$ cat src/rtl/ap_cmd_builder_if.sv
// ap_cmd_builder_if: TAP request, AP FIFO drain and status signals of the AP command builder.
interface ap_cmd_builder_if #(parameter int DEPTH = 4) ();
  localparam int PTR_W = $clog2(DEPTH);
  logic             upd_valid;
  logic [34:0]      upd_data;
  logic             sticky_clr;
  logic [40:0]      rdata_fifo1;
  logic             rempty;
  logic             rinc;
  logic             ack_wait;
  logic             sticky_ovf;
  logic             sticky_err;
  logic [PTR_W:0]   level;
  modport master (
    output upd_valid, upd_data, sticky_clr, rinc,
    input  rdata_fifo1, rempty, ack_wait, sticky_ovf, sticky_err, level
  );
  modport slave (
    input  upd_valid, upd_data, sticky_clr, rinc,
    output rdata_fifo1, rempty, ack_wait, sticky_ovf, sticky_err, level
  );
endinterface

$ cat src/rtl/ap_cmd_builder.sv
// ap_cmd_builder: decodes TAP AP requests against a local CSW and queues AP command words in a FWFT FIFO.
module ap_cmd_builder #(
  parameter int DEPTH = 4
) (
  input logic              AFT_CLK,
  input logic              RST,
  ap_cmd_builder_if.slave  bus
);
  localparam int PTR_W = $clog2(DEPTH);
  typedef enum logic [1:0] {IDLE, DECODE, PUSH} state_t;
  state_t             state;
  logic [34:0]        req_reg;
  logic [40:0]        word;
  logic [1:0]         csw_size;
  logic [4:0]         csw_inc;
  logic [40:0]        mem [DEPTH];
  logic [PTR_W-1:0]   wptr, rptr;
  logic [PTR_W:0]     lvl;
  logic               ovf, err;
  logic               full, empty, pop, push, ovf_set, err_set;
  always_comb begin
    full    = lvl == (PTR_W+1)'(DEPTH);
    empty   = lvl == '0;
    pop     = bus.rinc && !empty;
    // a pop on the same edge frees a slot, so a push into a full FIFO still lands
    push    = state == PUSH && (!full || pop);
    ovf_set = (state == PUSH && full && !pop) || (bus.upd_valid && state != IDLE);
    err_set = (state == DECODE && req_reg[2:1] == 2'b10) || (bus.rinc && empty);
  end
  assign bus.rdata_fifo1 = mem[rptr];
  assign bus.rempty      = empty;
  assign bus.level       = lvl;
  assign bus.ack_wait    = full || state != IDLE;
  assign bus.sticky_ovf  = ovf;
  assign bus.sticky_err  = err;
  always_ff @(posedge AFT_CLK) begin
    if (RST) begin
      state    <= IDLE;
      req_reg  <= '0;
      word     <= '0;
      csw_size <= 2'b10;
      csw_inc  <= '0;
      wptr     <= '0;
      rptr     <= '0;
      lvl      <= '0;
      ovf      <= 1'b0;
      err      <= 1'b0;
      for (int i = 0; i < DEPTH; i++) mem[i] <= '0;
    end else begin
      ovf <= (ovf && !bus.sticky_clr) || ovf_set;
      err <= (err && !bus.sticky_clr) || err_set;
      if (push) begin
        mem[wptr] <= word;
        wptr      <= wptr + 1'b1;
      end
      if (pop) rptr <= rptr + 1'b1;
      lvl <= lvl + (PTR_W+1)'(push) - (PTR_W+1)'(pop);
      case (state)
        IDLE: begin
          if (bus.upd_valid) begin
            req_reg <= bus.upd_data;
            state   <= DECODE;
          end
        end
        DECODE: begin
          // A[1] doubles as reg_select, A[0] marks the pushing registers (TAR, DRW)
          word  <= {req_reg[34:3], req_reg[2], csw_size, csw_inc, ~req_reg[0]};
          state <= req_reg[1] ? PUSH : IDLE;
          if (req_reg[2:0] == 3'b000) begin
            csw_size <= req_reg[4:3];
            csw_inc  <= req_reg[15:11];
          end
        end
        default: state <= IDLE;
      endcase
    end
  end
endmodule

$ cat src/flat_wrapper.sv
// flat-port wrapper written by rule: the top's interface ports become plain ports
module ap_cmd_builder_flat 
#(
  parameter int DEPTH = 4
)
  (AFT_CLK, RST, bus_upd_valid, bus_upd_data, bus_sticky_clr, bus_rinc, bus_rdata_fifo1, bus_rempty, bus_ack_wait, bus_sticky_ovf, bus_sticky_err, bus_level);
  ap_cmd_builder_if #(.DEPTH(DEPTH)) bus_i ();
  input logic AFT_CLK;
  input logic RST;
  input wire logic [$bits(bus_i.upd_valid)-1:0] bus_upd_valid;
  input wire logic [$bits(bus_i.upd_data)-1:0] bus_upd_data;
  input wire logic [$bits(bus_i.sticky_clr)-1:0] bus_sticky_clr;
  input wire logic [$bits(bus_i.rinc)-1:0] bus_rinc;
  output wire logic [$bits(bus_i.rdata_fifo1)-1:0] bus_rdata_fifo1;
  output wire logic [$bits(bus_i.rempty)-1:0] bus_rempty;
  output wire logic [$bits(bus_i.ack_wait)-1:0] bus_ack_wait;
  output wire logic [$bits(bus_i.sticky_ovf)-1:0] bus_sticky_ovf;
  output wire logic [$bits(bus_i.sticky_err)-1:0] bus_sticky_err;
  output wire logic [$bits(bus_i.level)-1:0] bus_level;
  assign bus_i.upd_valid = bus_upd_valid;
  assign bus_i.upd_data = bus_upd_data;
  assign bus_i.sticky_clr = bus_sticky_clr;
  assign bus_i.rinc = bus_rinc;
  assign bus_rdata_fifo1 = bus_i.rdata_fifo1;
  assign bus_rempty = bus_i.rempty;
  assign bus_ack_wait = bus_i.ack_wait;
  assign bus_sticky_ovf = bus_i.sticky_ovf;
  assign bus_sticky_err = bus_i.sticky_err;
  assign bus_level = bus_i.level;
  ap_cmd_builder #(.DEPTH(DEPTH)) u_core (.AFT_CLK(AFT_CLK), .RST(RST), .bus(bus_i));
endmodule
$ cat config.mk
export PLATFORM = sky130hd
export DESIGN_NAME = ap_cmd_builder_flat
export DESIGN_NICKNAME = d
export VERILOG_FILES = /design/src/rtl/ap_cmd_builder_if.sv /design/src/rtl/ap_cmd_builder.sv /design/src/flat_wrapper.sv
export SDC_FILE = /design/constraint.sdc
export NUM_CORES = 1
export LEC_CHECK = 0
export BUFFER_PORTS_ARGS = -buffer_cell sky130_fd_sc_hd__buf_2
export CORE_MARGIN = 5
export CORE_UTILIZATION = 35
export DETAILED_ROUTE_END_ITERATION = 10
export PLACE_DENSITY = 0.63
export SLEW_MARGIN = 20
export SYNTH_ARGS = -nofsm -noshare
export SYNTH_HDL_FRONTEND = slang
export SYNTH_SLANG_ARGS = --single-unit
$ cat constraint.sdc
create_clock -name AFT_CLK -period 2.8 [get_ports AFT_CLK]
set_clock_uncertainty 0.05 [all_clocks]
set_input_delay 0.56 -clock AFT_CLK [delete_from_list [all_inputs] [get_ports AFT_CLK]]
set_output_delay 0.56 -clock AFT_CLK [all_outputs]
set_load 0.1 [all_outputs]
==> summary.txt, run 1 <==
PLACEMENT
-------------------------------------------------------------------------------------
RePlAce Congestion                                                             0.7413
Detailed placer's ending HPWL                                                14920 um
Area post-placement                                                      0.01158 sq mm
Count of input and output buffers                                                  87

TIMING
-------------------------------------------------------------------------------------
Slew at the pin closest to its max-slew limit                               0.7447 ns
Final hold viol count                                                               0
Setup TNS Final                                                                  0 ns
Count of endpoints failing setup in the final report                                0
Part of the cycle the worst path needs                                         0.9610
Max frequency                                                              0.3716 GHz
RSZ-0062 raised after global routing                                            false
Relative max-transition margin                                                 0.4998
Final Max Tran Viols                                                                0
Tmin final                                                                   2.691 ns
Worst-case hold slack                                                       0.2219 ns

GRT
-------------------------------------------------------------------------------------
Routing layer with the top usage in global route                                 met2
GR met2 Demand/Resource                                                        0.2232
Maximum number of pins on one net before global-route repair                       54
Antenna violations before repair                                                    2
Total overflow reported by the global router                                        0
Global routing usage on met3                                                  0.02566
First-pass GRT wire length                                                   36510 um
Met1 Use GR                                                                    0.1878
Number of global-route vias before repair                                        6323
Total GRT Usage                                                                0.1365

CLOCK NETWORK
-------------------------------------------------------------------------------------
Later-pin clock latency in the skew report                                    0.52 ns
# H-tree levels                                                                     1
Clock net sink count                                                              260
Clock-pin slew of the registers on the worst-case setup and hold paths        0.06 ns
Post-CTS Setup Bufs                                                                 0
Number of hold buffers added after cts                                              0
Root Buffer                                                              sky130_fd_sc_hd__clkbuf_16
Clock tree from TritonCTS                                                         yes
CTS max path bufs                                                                   3
Num CTS Buffers                                                                    27

POWER
-------------------------------------------------------------------------------------
Design Power                                                                 11.19 mW
Lkg Pwr                                                                      4.567 nW
Pwr Density                                                              897.6 mW/mm^2
Worst IR drop on VDD                                                        0.5924 mV

DIE
-------------------------------------------------------------------------------------
IO Count                                                                           88
Site Rows                                                                          63
Die height                                                                   184.2 um
Effective utilization at floorplan                                             0.3564
Area of the core                                                         0.02980 sq mm
Die area                                                                 0.03392 sq mm
Horizontal die dimension                                                     184.2 um

FINAL LAYOUT
-------------------------------------------------------------------------------------
Signed area change from the synthesized netlist to the final layout            17.36%
Post-Route Utilization                                                         0.4182
Layout Nets                                                                       946
Layout filler cell count                                                         2824
Final standard cell area without fillers                                 0.01246 sq mm
Flip-flop count of the largest register, all copies and words added               164
Proportion of layout cells with a drive suffix above 1                         0.2543
Final antenna diode count                                                           0

ROUTING
-------------------------------------------------------------------------------------
Iteration-0 DRC count of the detailed router                                      457
Vias per Instance                                                               4.766
# DRC                                                                               0
Final routed wire length divided by cell count                               17.83 um
Routed via count                                                                 6263
Final antenna-violating net count                                                   0
Iteration count of the initial detailed-routing pass                                5
Final wirelength                                                             23430 um

YOSYS
-------------------------------------------------------------------------------------
Ys async rst share                                                                  0
Flop and latch count out of synthesis                                             260
Fraction of the yosys area taken by sequential cells                           0.6448
Number of enable-type register cells in the synthesized netlist                   164
Synth Flop Type                                                          sky130_fd_sc_hd__edfxtp_1
Largest area contributor in the synthesized netlist                      sky130_fd_sc_hd__edfxtp_1
Fraction of synthesized cell area taken by the top area cell type              0.4638
Synth warnings                                                                      0
Distinct cell type count after synthesis                                           41
Synthesized cell area                                                    0.01062 sq mm
Synthesized instance count                                                        818
Synth Net Count                                                                   861
Top area cells in the synthesized netlist                                sky130_fd_sc_hd__edfxtp_1, sky130_fd_sc_hd__dfxtp_1, sky130_fd_sc_hd__mux4_2
Mapped Avg Cell Area                                                      12.98 sq um

RUN STATUS
-------------------------------------------------------------------------------------
Result of the run                                                           completed

SETUP PATH
-------------------------------------------------------------------------------------
Data required time of the critical path                                       2.19 ns
CP cell instances                                                        buf_12 -> mux4_2 -> clkbuf_4
Count of buffering cells on the critical path with inverters included               2
WS Path Type                                                             flip-flop to output pin
Worst endpoint data arrival time                                              2.08 ns
CP Launch Type                                                              flip-flop
Crit path capture type                                                     output pin
Crit-path slowest cell                                                   sky130_fd_sc_hd__mux4_2
Cell family with most CP delay                                           multiplexers
Maximum fanout count along the critical path                                       20
Delay of the slowest critical-path stage                                      0.55 ns

JOB
-------------------------------------------------------------------------------------
Max-capacitance violation count                                                     0

HOLD PATH
-------------------------------------------------------------------------------------
Worst min path class                                                     primary input to flip-flop

==> cell usage after synthesis (5+ instances only) <==
master,instances
sky130_fd_sc_hd__a21oi_1,45
sky130_fd_sc_hd__and2_1,42
sky130_fd_sc_hd__and2_4,20
sky130_fd_sc_hd__and3_1,21
sky130_fd_sc_hd__buf_1,5
sky130_fd_sc_hd__buf_2,16
sky130_fd_sc_hd__clkbuf_1,29
sky130_fd_sc_hd__dfxtp_1,96
sky130_fd_sc_hd__edfxtp_1,164
sky130_fd_sc_hd__inv_1,6
sky130_fd_sc_hd__mux2i_1,42
sky130_fd_sc_hd__mux4_2,41
sky130_fd_sc_hd__nand2_1,83
sky130_fd_sc_hd__nand2b_1,41
sky130_fd_sc_hd__nor2_1,123
sky130_fd_sc_hd__nor2b_1,5
==> kinds of logic after synthesis <==
group / Yosys count / share of synthesized area
and+or+nand+nor: 354 / 0.1692
DFF: 260 / 0.6448
buffers and inverters: 62 / 0.02616
AOI/OAI and AO/OA: 53 / 0.02639
xor gates and xnor gates: 2 / 0.001650
muxes: 84 / 0.1276
adders and majority gates: 3 / 0.004241
==> where the power goes <==
group          internal [mW]  leakage [nW]  switching, mW
Sequential              4.25          2.48          0.181
Clock                   2.06         0.429           1.39
Combinational          0.807          1.66           2.50
==> metrics by stage <==
stage	instances	worst slack, ns
after detailed placement	1264	0.3791
after global routing	1314	0.002866
final	1314	0.1093
after floorplan	818	0.03158
after global placement	1264	0.4027
after CTS	1314	0.05004
==> cell type report <==
cell class                 count  area, sq um  share of cell area
clock inverter                 6        58.81            0.004719
timing repair buffer         112        695.7             0.05582
sequential                   260         6854              0.5500
tap                          390        488.0             0.03916
clock buffer                  44        809.5             0.06496
inverter                       6        22.52            0.001807
multi-input combinational    496         3533              0.2835
==> tightest hold or removal path, stage by stage <==
cell	delay [ns]
sky130_fd_sc_hd__buf_2	0.07
sky130_fd_sc_hd__mux2i_1	0.05
sky130_fd_sc_hd__nor2_1	0.07
==> cell usage in the layout, fill, tap and decap left out, drive strengths merged <==
master and n:
nand2 83, a31oi 1, nor3 3, or3 1, nand4 1, and2 64, nor4b 1, nor2b 5
o21ai 3, a211o 1, fa 1, o31ai 2, or4 1, nand3 2, clkbuf 47, mux2i 42
ha 2, clkinv 4, dfxtp 96, inv 7, nor4 2, and3 21, mux2 1, nand2b 41
mux4 41, and4 1, xor2 2, or4b 1, bufinv 1, nand3b 2, a31o 1, buf 109
a21oi 45, nor2 123, nor3b 2, edfxtp 164
==> final timing paths <==
kind,start,end,slack (ns),cells past startpoint
setup / recovery,flip-flop,bus_rdata_fifo1[40],0.11,3
hold / removal,bus_upd_data[2],u_core.req_reg[2]$_SDFFE_PP0P_,0.22,3
hold reg to reg,u_core.req_reg[28]$_SDFFE_PP0P_,u_core.word[34]$_SDFFE_PP0P_,0.40,2
setup reg to reg,u_core.bus.level[0]$_SDFF_PP0_,u_core.bus.level[2]$_SDFF_PP0_,0.47,10
==> repair_timing <==
| item | 4_1_cts | 5_1_grt |
|---|---|---|
| setup endpoints to repair | 30 | 3 |
| hold endpoints to repair | 0 | 0 |
| gates cloned | 0 | 0 |
| gates resized for setup | 1 | 3 |
==> routing by layer <==
| metal | routed length [um] | share of wire | vias up |
|---|---|---|---|
| met3 | 1282 | 0.055 | 34 |
| met2 | 11320 | 0.48 | 144 |
| met4 | 473 | 0.020 | 4 |
| met1 | 10320 | 0.44 | 3039 |
| li1 | - | - | 3042 |
| met5 | 27 | 0.0012 | - |
Note: power is estimated with default switching activity, not from simulation.
==> run 2, diff against run 1 <==
Settings changed: CORE_UTILIZATION 35 to 25, PLACE_DENSITY 0.63 to 0.52.
==> summary.txt, run 2 (same netlist as run 1, synthesis figures left out) <==
POWER
-------------------------------------------------------------------------------------
Design Power                                                                 11.63 mW   +4.0%
Lkg Pwr                                                                      4.654 nW   +1.9%
Worst IR drop on VDD                                                        0.4772 mV   -19%
Pwr Density                                                              906.8 mW/mm^2   +1.0%

GRT
-------------------------------------------------------------------------------------
Antenna violations before repair                                                    1   -1
Total overflow reported by the global router                                        0   unchanged
Maximum number of pins on one net before global-route repair                       64   +19%
Total GRT Usage                                                                0.1138   -0.02273
First-pass GRT wire length                                                   41460 um   +14%
Number of global-route vias before repair                                        6699   +5.9%

DIE
-------------------------------------------------------------------------------------
Horizontal die dimension                                                     216.1 um   +17%
Die height                                                                   216.1 um   +17%
Effective utilization at floorplan                                             0.2532   -0.1032
Area of the core                                                         0.04195 sq mm   +41%
Site Rows                                                                          75   +19%
Die area                                                                 0.04670 sq mm   +38%
IO Count                                                                           88   unchanged

FINAL LAYOUT
-------------------------------------------------------------------------------------
Flip-flop count of the largest register, all copies and words added               164   unchanged
Signed area change from the synthesized netlist to the final layout            20.79%
Layout filler cell count                                                         4249   +50%
Area occupied by multi-input gates                                       0.003533 sq mm   unchanged
Final antenna diode count                                                           0   unchanged
Proportion of layout cells with a drive suffix above 1                         0.2612   +0.006913
Commonest cells after routing, fill and taps aside                       sky130_fd_sc_hd__edfxtp_1, sky130_fd_sc_hd__nor2_1, sky130_fd_sc_hd__dfxtp_1
Layout Nets                                                                       955   +0.95%
Register area                                                            0.006854 sq mm   unchanged
Finished Layout Cells                                                            1473   +12%
Most common library cell in the layout ignoring fill and taps            sky130_fd_sc_hd__edfxtp_1

TIMING
-------------------------------------------------------------------------------------
Setup TNS Final                                                                  0 ns   unchanged
Count of endpoints failing setup in the final report                                0   unchanged
Slew at the pin closest to its max-slew limit                               0.8494 ns   +0.1047 ns
Max frequency                                                              0.3675 GHz   -1.1%
Final Max Tran Viols                                                                0   unchanged
Tmin final                                                                   2.721 ns   +0.03049 ns
Part of the cycle the worst path needs                                         0.9719   +0.01089
Post-route worst setup slack                                               0.07880 ns   -0.03049 ns
Relative max-transition margin                                                 0.4290   -0.07078
RSZ-0062 raised after global routing                                            false
Final hold viol count                                                               0   unchanged

CLOCK NETWORK
-------------------------------------------------------------------------------------
CTS max path bufs                                                                   3   unchanged
Root Buffer                                                              sky130_fd_sc_hd__clkbuf_16
Num CTS Buffers                                                                    30   +11%
Post_cts resized                                                                    0   -1
Clock tree from TritonCTS                                                         yes
Later-pin clock latency in the skew report                                    0.55 ns   +0.03 ns
Clock net sink count                                                              260   unchanged
# H-tree levels                                                                     1   unchanged
Clock-pin slew of the registers on the worst-case setup and hold paths        0.06 ns   about the same

PLACEMENT
-------------------------------------------------------------------------------------
Detailed placer's ending HPWL                                                17340 um   +16%
Count of input and output buffers                                                  87   unchanged
Placement-stage worst setup slack                                           0.3793 ns   +0.0002380 ns
RePlAce Congestion                                                             0.7280   -1.8%
Count of placed standard cells including taps                                    1417   +12%

SETUP PATH
-------------------------------------------------------------------------------------
Worst endpoint data arrival time                                              2.11 ns   +0.03 ns
CP Launch Type                                                              flip-flop
WS Path Type                                                             flip-flop to output pin
Crit path capture type                                                     output pin
Maximum fanout count along the critical path                                       16   -20%
Data required time of the critical path                                       2.19 ns   about the same

ROUTING
-------------------------------------------------------------------------------------
Final antenna-violating net count                                                   0   unchanged
Routed via count                                                                 6373   +1.8%
Final wirelength                                                             26960 um   +15%
# DRC                                                                               0   unchanged
Final routed wire length divided by cell count                               18.31 um   +2.7%
Iteration-0 DRC count of the detailed router                                      414   -9.4%
Vias per Instance                                                               4.327   -9.2%
Iteration count of the initial detailed-routing pass                                4   -1

HOLD PATH
-------------------------------------------------------------------------------------
Worst min path class                                                     primary input to flip-flop

JOB
-------------------------------------------------------------------------------------
Max-capacitance violation count                                                     0   unchanged

RUN STATUS
-------------------------------------------------------------------------------------
Result of the run                                                           completed

run 2: cell types whose count changed in the layout (fill, tap and decap cells not counted):
cell and delta:
sky130_fd_sc_hd__buf_12 +3, sky130_fd_sc_hd__buf_2 +3, sky130_fd_sc_hd__buf_4 +3, sky130_fd_sc_hd__bufinv_16 +1
sky130_fd_sc_hd__clkbuf_16 +4, sky130_fd_sc_hd__clkbuf_4 -3, sky130_fd_sc_hd__clkbuf_8 -4, sky130_fd_sc_hd__clkinv_1 +1
sky130_fd_sc_hd__clkinv_8 +1, sky130_fd_sc_hd__clkinvlp_4 +1
run 2: stage by stage:
stage | hold WS (ns) | util | cell area [sq um]
6_report | 0.1923 | 0.3058 | 12830
5_1_grt | 0.1943 | 0.3058 | 12830
3_5_place_dp | 0.3962 | 0.2823 | 11840
3_3_place_gp | 0.3867 | 0.2823 | 11840
2_1_floorplan | 0.3812 | - | 10630
4_1_cts | 0.1668 | 0.3058 | 12830
run 2: final cells by class:
class                   count  share of cell area
repair buffers            118             0.06009
well taps                 539             0.05258
clock buffers              44             0.06663
flip-flops and latches    260              0.5344
clock inverters            10            0.009072
inverters                   6            0.001756
multi-input cells         496              0.2755
run 2: what timing repair did:
| item | in CTS | in global routing |
|---|---|---|
| endpoints found under the setup margin | 30 | 0 |
| setup buffers | 2 | 0 |
| hold buffers | 0 | 0 |
run 2: power by group:
part | switching [mW] | internal, mW
clock | 1.52 | 2.29
combinational | 2.56 | 0.833
sequential | 0.168 | 4.25
total | 4.25 | 7.38
run 2: routing by layer:
metal  track usage  share of wire  vias up
met1        0.1548           0.45     3145
li1              -              -     3069
met5             0        0.00048        -
met2        0.1910           0.48      119
met3       0.02149          0.048       38
met4       0.02417          0.018        2
run 2: final timing paths:
kind         cells after the start                      startpoint  slack (ns)                               to
min reg2reg                      2  u_core.csw_inc[2]$_SDFFE_PP0P_        0.40      u_core.word[3]$_SDFFE_PP0P_
min                              3                bus_upd_data[20]        0.19  u_core.req_reg[20]$_SDFFE_PP0P_
max                              3                       flip-flop        0.08              bus_rdata_fifo1[40]
max reg2reg                     10  u_core.bus.level[0]$_SDFF_PP0_        0.48   u_core.bus.level[2]$_SDFF_PP0_
run 2: critical path, cell delays in order, from the launching register on:
cell and delay [ns]:
sky130_fd_sc_hd__dfxtp_2 0.65, sky130_fd_sc_hd__buf_12 0.23, sky130_fd_sc_hd__mux4_2 0.24, sky130_fd_sc_hd__buf_2 0.44
